==> config.mk <==
export PLATFORM = sky130hd
export DESIGN_NAME = alu_serial_logic_unit_flat
export DESIGN_NICKNAME = d
export VERILOG_FILES = /design/src/rtl/alu_serial_logic_unit_pkg.sv /design/src/rtl/alu_serial_logic_unit_if.sv /design/src/rtl/alu_serial_logic_unit_slice.sv /design/src/rtl/alu_serial_logic_unit.sv /design/src/flat_wrapper.sv
export SDC_FILE = /design/constraint.sdc
export NUM_CORES = 1
export LEC_CHECK = 0
export ABC_AREA = 0
export CAP_MARGIN = 20
export CORE_ASPECT_RATIO = 1.4
export CORE_MARGIN = 5
export CORE_UTILIZATION = 25
export CTS_CLUSTER_DIAMETER = 120
export DETAILED_ROUTE_END_ITERATION = 12
export HOLD_SLACK_MARGIN = 0.06
export SLEW_MARGIN = 25
export SYNTH_ARGS = -nofsm -noshare
export SYNTH_HDL_FRONTEND = slang
export SYNTH_SLANG_ARGS = --single-unit
==> constraint.sdc <==
create_clock -name clk -period 4.9 [get_ports clk]
set_clock_uncertainty 0.15 [all_clocks]
set_input_delay 0.98 -clock clk [delete_from_list [all_inputs] [get_ports clk]]
set_output_delay 0.98 -clock clk [all_outputs]
set_load 0.02 [all_outputs]
==> src/rtl/alu_serial_logic_unit_pkg.sv <==
// Package alu_pkg: shared definitions for the serial ALU logic unit.
//   - Op-code encodings used on req_op and by the slice datapath.
//   - FSM state encoding of the serial unit (IDLE -> BUSY -> DONE).
package alu_pkg;

   localparam logic [1:0] OP_AND  = 2'b00;
   localparam logic [1:0] OP_OR   = 2'b01;
   localparam logic [1:0] OP_XOR  = 2'b10;
   localparam logic [1:0] OP_XNOR = 2'b11;

   typedef enum logic [1:0] {
      S_IDLE = 2'b00,
      S_BUSY = 2'b01,
      S_DONE = 2'b10
   } state_e;

endpackage

==> src/rtl/alu_serial_logic_unit_if.sv <==
// Interface alu_serial_logic_unit_if: request/response bundle of the serial ALU logic unit.
//   Request : req_valid, req_ready, req_op[1:0], req_a[WIDTH], req_b[WIDTH]
//   Response: resp_valid, resp_ready, resp_data[WIDTH], resp_zero
//   Status  : busy
//   master = issuer/consumer side, slave = the unit.
interface alu_serial_logic_unit_if #(
   parameter int WIDTH = 32
);
   logic             req_valid;
   logic             req_ready;
   logic [1:0]       req_op;
   logic [WIDTH-1:0] req_a;
   logic [WIDTH-1:0] req_b;
   logic             resp_valid;
   logic             resp_ready;
   logic [WIDTH-1:0] resp_data;
   logic             resp_zero;
   logic             busy;

   modport master (
      output req_valid, req_op, req_a, req_b, resp_ready,
      input  req_ready, resp_valid, resp_data, resp_zero, busy
   );

   modport slave (
      input  req_valid, req_op, req_a, req_b, resp_ready,
      output req_ready, resp_valid, resp_data, resp_zero, busy
   );
endinterface

==> src/rtl/alu_serial_logic_unit_slice.sv <==
// Module alu_logic_slice: combinational SLICE-bit bitwise operation.
//   op [1:0]     : operation select (AND/OR/XOR/XNOR)
//   a, b [SLICE] : operand slices
//   y [SLICE]    : result slice
module alu_logic_slice
   import alu_pkg::*;
#(
   parameter int SLICE = 8
) (
   input  logic [1:0]       op,
   input  logic [SLICE-1:0] a,
   input  logic [SLICE-1:0] b,
   output logic [SLICE-1:0] y
);

   // Bitwise operation select
   always_comb begin
      y = '0;
      case (op)
         OP_AND:  y = a & b;
         OP_OR:   y = a | b;
         OP_XOR:  y = a ^ b;
         OP_XNOR: y = ~(a ^ b);
         default: y = '0;
      endcase
   end

endmodule

==> src/rtl/alu_serial_logic_unit.sv <==
// Module alu_serial_logic_unit: multi-cycle AND/OR/XOR/XNOR responder.
//   clk, rst : single clock, asynchronous active-high reset
//   bus      : slave side of alu_serial_logic_unit_if (request, response, busy)
// Operands are captured on accept, then SLICE bits are computed per cycle,
// LSB slice first. The finished result and its zero flag are published into
// dedicated output registers on the last slice and held until the next completion.
module alu_serial_logic_unit
   import alu_pkg::*;
#(
   parameter int WIDTH = 32,
   parameter int SLICE = 8
) (
   input logic                    clk,
   input logic                    rst,
   alu_serial_logic_unit_if.slave bus
);

   localparam int NSLICE = WIDTH / SLICE;
   localparam int CNT_W  = (NSLICE > 1) ? $clog2(NSLICE) : 1;
   localparam logic [CNT_W-1:0] LAST_CNT = CNT_W'(NSLICE - 1);

   if ((WIDTH % SLICE) != 0) begin : g_bad_slice
      $error("alu_serial_logic_unit: WIDTH must be a multiple of SLICE");
   end

   state_e           state_q, state_d;
   logic [CNT_W-1:0] cnt_q, cnt_d;
   logic [WIDTH-1:0] a_q, a_d;
   logic [WIDTH-1:0] b_q, b_d;
   logic [1:0]       op_q, op_d;
   logic [WIDTH-1:0] result_q, result_d;
   logic [WIDTH-1:0] resp_data_q, resp_data_d;
   logic             resp_zero_q, resp_zero_d;
   logic             req_ready_q, req_ready_d;
   logic             resp_valid_q, resp_valid_d;
   logic             busy_q, busy_d;

   logic [SLICE-1:0] a_slice;
   logic [SLICE-1:0] b_slice;
   logic [SLICE-1:0] y_slice;

   assign a_slice = a_q[cnt_q*SLICE +: SLICE];
   assign b_slice = b_q[cnt_q*SLICE +: SLICE];

   alu_logic_slice #(.SLICE(SLICE)) u_slice (
      .op (op_q),
      .a  (a_slice),
      .b  (b_slice),
      .y  (y_slice)
   );

   // Next-state, datapath and output-flag computation
   always_comb begin
      state_d     = state_q;
      cnt_d       = cnt_q;
      a_d         = a_q;
      b_d         = b_q;
      op_d        = op_q;
      result_d    = result_q;
      resp_data_d = resp_data_q;
      resp_zero_d = resp_zero_q;
      case (state_q)
         S_IDLE: begin
            if (bus.req_valid && req_ready_q) begin
               a_d     = bus.req_a;
               b_d     = bus.req_b;
               op_d    = bus.req_op;
               cnt_d   = '0;
               state_d = S_BUSY;
            end else begin
               state_d = S_IDLE;
            end
         end
         S_BUSY: begin
            result_d[cnt_q*SLICE +: SLICE] = y_slice;
            if (cnt_q == LAST_CNT) begin
               // Publish the complete word including the slice written this cycle
               resp_data_d = result_d;
               resp_zero_d = ~|result_d;
               cnt_d       = '0;
               state_d     = S_DONE;
            end else begin
               cnt_d   = cnt_q + CNT_W'(1);
               state_d = S_BUSY;
            end
         end
         S_DONE: begin
            if (bus.resp_ready) begin
               state_d = S_IDLE;
            end else begin
               state_d = S_DONE;
            end
         end
         default: begin
            state_d = S_IDLE;
         end
      endcase
      // Handshake flags are registered copies of the next state decode
      req_ready_d  = (state_d == S_IDLE);
      resp_valid_d = (state_d == S_DONE);
      busy_d       = (state_d != S_IDLE);
   end

   // State, operand, result and output registers
   always_ff @(posedge clk or posedge rst) begin
      if (rst) begin
         state_q      <= S_IDLE;
         cnt_q        <= '0;
         a_q          <= '0;
         b_q          <= '0;
         op_q         <= 2'b00;
         result_q     <= '0;
         resp_data_q  <= '0;
         resp_zero_q  <= 1'b0;
         req_ready_q  <= 1'b1;
         resp_valid_q <= 1'b0;
         busy_q       <= 1'b0;
      end else begin
         state_q      <= state_d;
         cnt_q        <= cnt_d;
         a_q          <= a_d;
         b_q          <= b_d;
         op_q         <= op_d;
         result_q     <= result_d;
         resp_data_q  <= resp_data_d;
         resp_zero_q  <= resp_zero_d;
         req_ready_q  <= req_ready_d;
         resp_valid_q <= resp_valid_d;
         busy_q       <= busy_d;
      end
   end

   assign bus.req_ready  = req_ready_q;
   assign bus.resp_valid = resp_valid_q;
   assign bus.resp_data  = resp_data_q;
   assign bus.resp_zero  = resp_zero_q;
   assign bus.busy       = busy_q;

endmodule
==> src/flat_wrapper.sv <==
// flat-port wrapper written by rule: the top's interface ports become plain ports
module alu_serial_logic_unit_flat import alu_pkg::*;
#(
   parameter int WIDTH = 32,
   parameter int SLICE = 8
)
  (clk, rst, bus_req_valid, bus_req_op, bus_req_a, bus_req_b, bus_resp_ready, bus_req_ready, bus_resp_valid, bus_resp_data, bus_resp_zero, bus_busy);
  alu_serial_logic_unit_if #(.WIDTH(WIDTH)) bus_i ();
  input logic clk;
  input logic rst;
  input wire logic [$bits(bus_i.req_valid)-1:0] bus_req_valid;
  input wire logic [$bits(bus_i.req_op)-1:0] bus_req_op;
  input wire logic [$bits(bus_i.req_a)-1:0] bus_req_a;
  input wire logic [$bits(bus_i.req_b)-1:0] bus_req_b;
  input wire logic [$bits(bus_i.resp_ready)-1:0] bus_resp_ready;
  output wire logic [$bits(bus_i.req_ready)-1:0] bus_req_ready;
  output wire logic [$bits(bus_i.resp_valid)-1:0] bus_resp_valid;
  output wire logic [$bits(bus_i.resp_data)-1:0] bus_resp_data;
  output wire logic [$bits(bus_i.resp_zero)-1:0] bus_resp_zero;
  output wire logic [$bits(bus_i.busy)-1:0] bus_busy;
  assign bus_i.req_valid = bus_req_valid;
  assign bus_i.req_op = bus_req_op;
  assign bus_i.req_a = bus_req_a;
  assign bus_i.req_b = bus_req_b;
  assign bus_i.resp_ready = bus_resp_ready;
  assign bus_req_ready = bus_i.req_ready;
  assign bus_resp_valid = bus_i.resp_valid;
  assign bus_resp_data = bus_i.resp_data;
  assign bus_resp_zero = bus_i.resp_zero;
  assign bus_busy = bus_i.busy;
  alu_serial_logic_unit #(.WIDTH(WIDTH), .SLICE(SLICE)) u_core (.clk(clk), .rst(rst), .bus(bus_i));
endmodule
==> results.sh <==
export IMPL_cts_resized=0
export IMPL_port_buffers=105
export IMPL_htree_levels=4
export IMPL_synth_edf_count=0
export IMPL_drtIter0Drc=327
export IMPL_reg2reg_to="u_core.bus.resp_zero$_DFFE_PP0P_"
export IMPL_netlist_area_um2=6648
export IMPL_std_cell_rows=70
export IMPL_post_route_drc_count=0
export IMPL_p_leak_nw=3.922
export IMPL_yosysUniqueCellTypes=40
export IMPL_r2r_start="u_core.cnt_q[0]$_DFFE_PP0P_"
export IMPL_max_freq_ghz=0.2702
export IMPL_area_growth_pct=29.96
export IMPL_wl_per_cell_um=15.55
export IMPL_path_max_fanout=14
export IMPL_root_buffer="clkbuf_16"
export IMPL_fin_cells=1101
export IMPL_via_count=4991
export IMPL_fin_ws_ns=1.199
export IMPL_finalMaxSlewViolations=0
export IMPL_yosysTopAreaCellShare_pct=51.57
export IMPL_avgSynthCellArea_um2=9.863
export IMPL_min_path_cells=2
export IMPL_ant_nets=0
export IMPL_ios=106
export IMPL_async_flop_share_pct=100.0
export IMPL_setup_viol=0
export IMPL_final_cell_area_um2=8640
export IMPL_synth_area_top_cells="dfrtp_1, nand2_1, mux4_2"
export IMPL_maxCapViolCount=0
export IMPL_place_ws_ns=1.220
export IMPL_grt_pass1_wl_um=27670
export IMPL_cp_slowest_stage_delay_ns=0.67
export IMPL_p_per_area_nw_per_um2=739.4
export IMPL_worstSkewPairLatency_ns=0.43
export IMPL_cts_setup_buffers=0
export IMPL_start_kind="flop"
export IMPL_setup_tns_ns=0
export IMPL_hold_end="u_core.a_q[22]$_DFFE_PP0P_"
export IMPL_cp_data_required_time_ns=5.05
export IMPL_die_h_um=202.9
export IMPL_yosys_register_bits=138
export IMPL_ys_warn_count=0
export IMPL_first_global_vias=5118
export IMPL_yosysMostFrequentCell="nand2_1"
export IMPL_slew_limit_headroom_pct=42.30
export IMPL_synth_commonest_cells="nand2_1, dfrtp_1, o21ai_0, clkbuf_1"
export IMPL_synth_top_cell_by_area="dfrtp_1"
export IMPL_wl_um=17130
export IMPL_worst_slew_pin_slew_ns=0.8655
export IMPL_status="finished, final reports clean"
export IMPL_r2r_slack_ns=1.20
export IMPL_synth_nets=766
export IMPL_min_period_ns=3.701
export IMPL_viasPerCell=4.533
export IMPL_core_um2=26190
export IMPL_rsz0062_at_grt="false"
export IMPL_worstSetupPathType="reg -> reg"
export IMPL_cts_hold_buf=0
export IMPL_cp_slowest_cell="dfrtp_1"
export IMPL_path_cells="buf_4 -> mux4_2 -> inv_1 -> ha_1 -> mux2_2 -> mux2i_2 -> a21oi_1 -> nand4_1 -> a2111oi_2 -> a32o_2"
export IMPL_hold_viol=0
export IMPL_clock_sinks=138
export IMPL_die_width_um=147.8
export IMPL_dr_pass1_iters=5
export IMPL_min_from="u_core.a_q[22]$_DFFE_PP0P_"
export IMPL_cts_tree="done"
export IMPL_antenna_found_initial=0
export IMPL_ir_drop_uv=405.1
export IMPL_placed_cells=1069
export IMPL_cts_buffer_depth=2
export IMPL_endpoint_kind="flop"
export IMPL_ys_seq_area_share_pct=51.97
export IMPL_nets=856
export IMPL_synthCells=674
export IMPL_crit_arrival_ns=3.86
export IMPL_drive_gt1_share_pct=10.30
export IMPL_place_area_um2=8011
export IMPL_initial_core_util_pct=25.38
export IMPL_grt_use_total_pct=11.67
export IMPL_reg2reg_depth=10
export IMPL_synth_main_ff_cell="dfrtp_1"
export IMPL_antenna_cells=0
export IMPL_place_congestion=0.8044
export IMPL_grt_max_degree=73
export IMPL_min_period_over_period_pct=75.53
export IMPL_hold_path_class="reg -> reg"
export IMPL_dieArea_um2=30000
export IMPL_grt_ovfl_total=0
export IMPL_clk_pin_slew_ns=0.06
export IMPL_cts_made_buffers=17
export IMPL_dp_hpwl_um=12750
-- logic make-up after synthesis --
kind of cell	Yosys count	share of synthesized area, %
buffers and inverters	65	4.160
AND/OR/NAND/NOR	297	18.48
flip-flops	138	51.97
multiplexers	42	10.18
AO/OA/AOI/OAI	110	11.07
adder cells (fa/ha/maj)	22	4.141
-- cells in the final DEF, fill, tap and decap left out, types with 2 or more instances in the layout --
master,instances
clkbuf_8,2
and3_1,2
clkinvlp_4,2
inv_6,2
a22oi_1,14
mux2i_1,9
clkbuf_1,2
dfrtp_1,137
nand2_1,248
mux2i_2,5
nor3_1,5
a22o_1,9
a32o_1,17
clkdlybuf4s50_1,105
mux2i_4,2
o21ai_0,40
nand3_1,4
mux4_2,16
nor4_1,6
inv_1,21
buf_4,8
nor2_1,6
nor2b_1,18
clkbuf_16,17
o31ai_1,2
clkinv_2,3
a21oi_1,22
bufinv_16,4
ha_1,22
mux2_2,9
-- where the power goes --
group / total [mW] / switching, mW / leakage, nW / internal, mW
logic: 3.01 / 1.70 / 1.81 / 1.31
registers: 2.02 / 0.397 / 1.81 / 1.63
clock network: 1.36 / 0.479 / 0.303 / 0.878
total: 6.39 / 2.58 / 3.92 / 3.81
-- sequential cells by signal, summed over array words and instances (netlist names) --
signal,flops
u_core.bus.busy,1
u_core.state_q,2
u_core.bus.resp_data,32
u_core.bus.resp_valid,1
u_core.op_q,2
u_core.cnt_q,2
u_core.result_q,32
u_core.b_q,32
u_core.bus.req_ready,1
u_core.bus.resp_zero,1
u_core.a_q,32
-- metrics by stage --
step | utilization, % | hold WS (ns) | total power, mW
finish | 32.99 | 0.3178 | 6.388
global route | 32.99 | 0.3359 | 6.872
CTS | 32.99 | 0.3229 | 6.473
detailed placement | 30.59 | 0.3091 | 5.097
global placement | 30.58 | 0.3057 | 5.009
floorplan | - | 0.2903 | 4.081
-- final cells by class --
type	instances	area [um^2]
flip-flops and latches	138	3455
fillers	2615	17550
clock inverters	11	167.7
multi-input cells	471	2933
well taps	324	405.4
repair buffers	114	1131
clock buffers	21	460.4
inverters	22	87.58
-- worst max path at each step --
| stage | startpoint | endpoint | slack, ns | cells after the start |
|---|---|---|---|---|
| floorplan | rst | u_core.a_q[0]$_DFFE_PP0P_ | 0.08 | 1 |
| global placement | u_core.cnt_q[0]$_DFFE_PP0P_ | u_core.bus.resp_zero$_DFFE_PP0P_ | 1.30 | 10 |
| detailed placement | u_core.cnt_q[0]$_DFFE_PP0P_ | u_core.bus.resp_zero$_DFFE_PP0P_ | 1.22 | 10 |
| CTS | u_core.cnt_q[0]$_DFFE_PP0P_ | u_core.bus.resp_zero$_DFFE_PP0P_ | 1.21 | 10 |
| global route | u_core.cnt_q[0]$_DFFE_PP0P_ | u_core.bus.resp_zero$_DFFE_PP0P_ | 0.97 | 10 |
| finish | u_core.cnt_q[0]$_DFFE_PP0P_ | u_core.bus.resp_zero$_DFFE_PP0P_ | 1.20 | 10 |
-- worst max-delay path: cells and delay by family (launching register included) --
kind | cells | cell delay, ns
buffers and inverters | 2 | 0.43
DFF | 1 | 0.67
muxes | 3 | 1.37
adders and majority gates | 1 | 0.24
AOI/OAI and AO/OA | 3 | 0.55
and+or+nand+nor | 1 | 0.17
-- layer usage --
metal  part of all wire [%]  vias up  global-route usage (%)
li1                       -     2464                       -
met1                     44     2383                   14.83
met2                     50      118                   19.47
met3                    3.9       26                   2.568
met4                    1.9        0                   4.358
met5                      0        -                       0
Power figures use the tool's default switching activity.
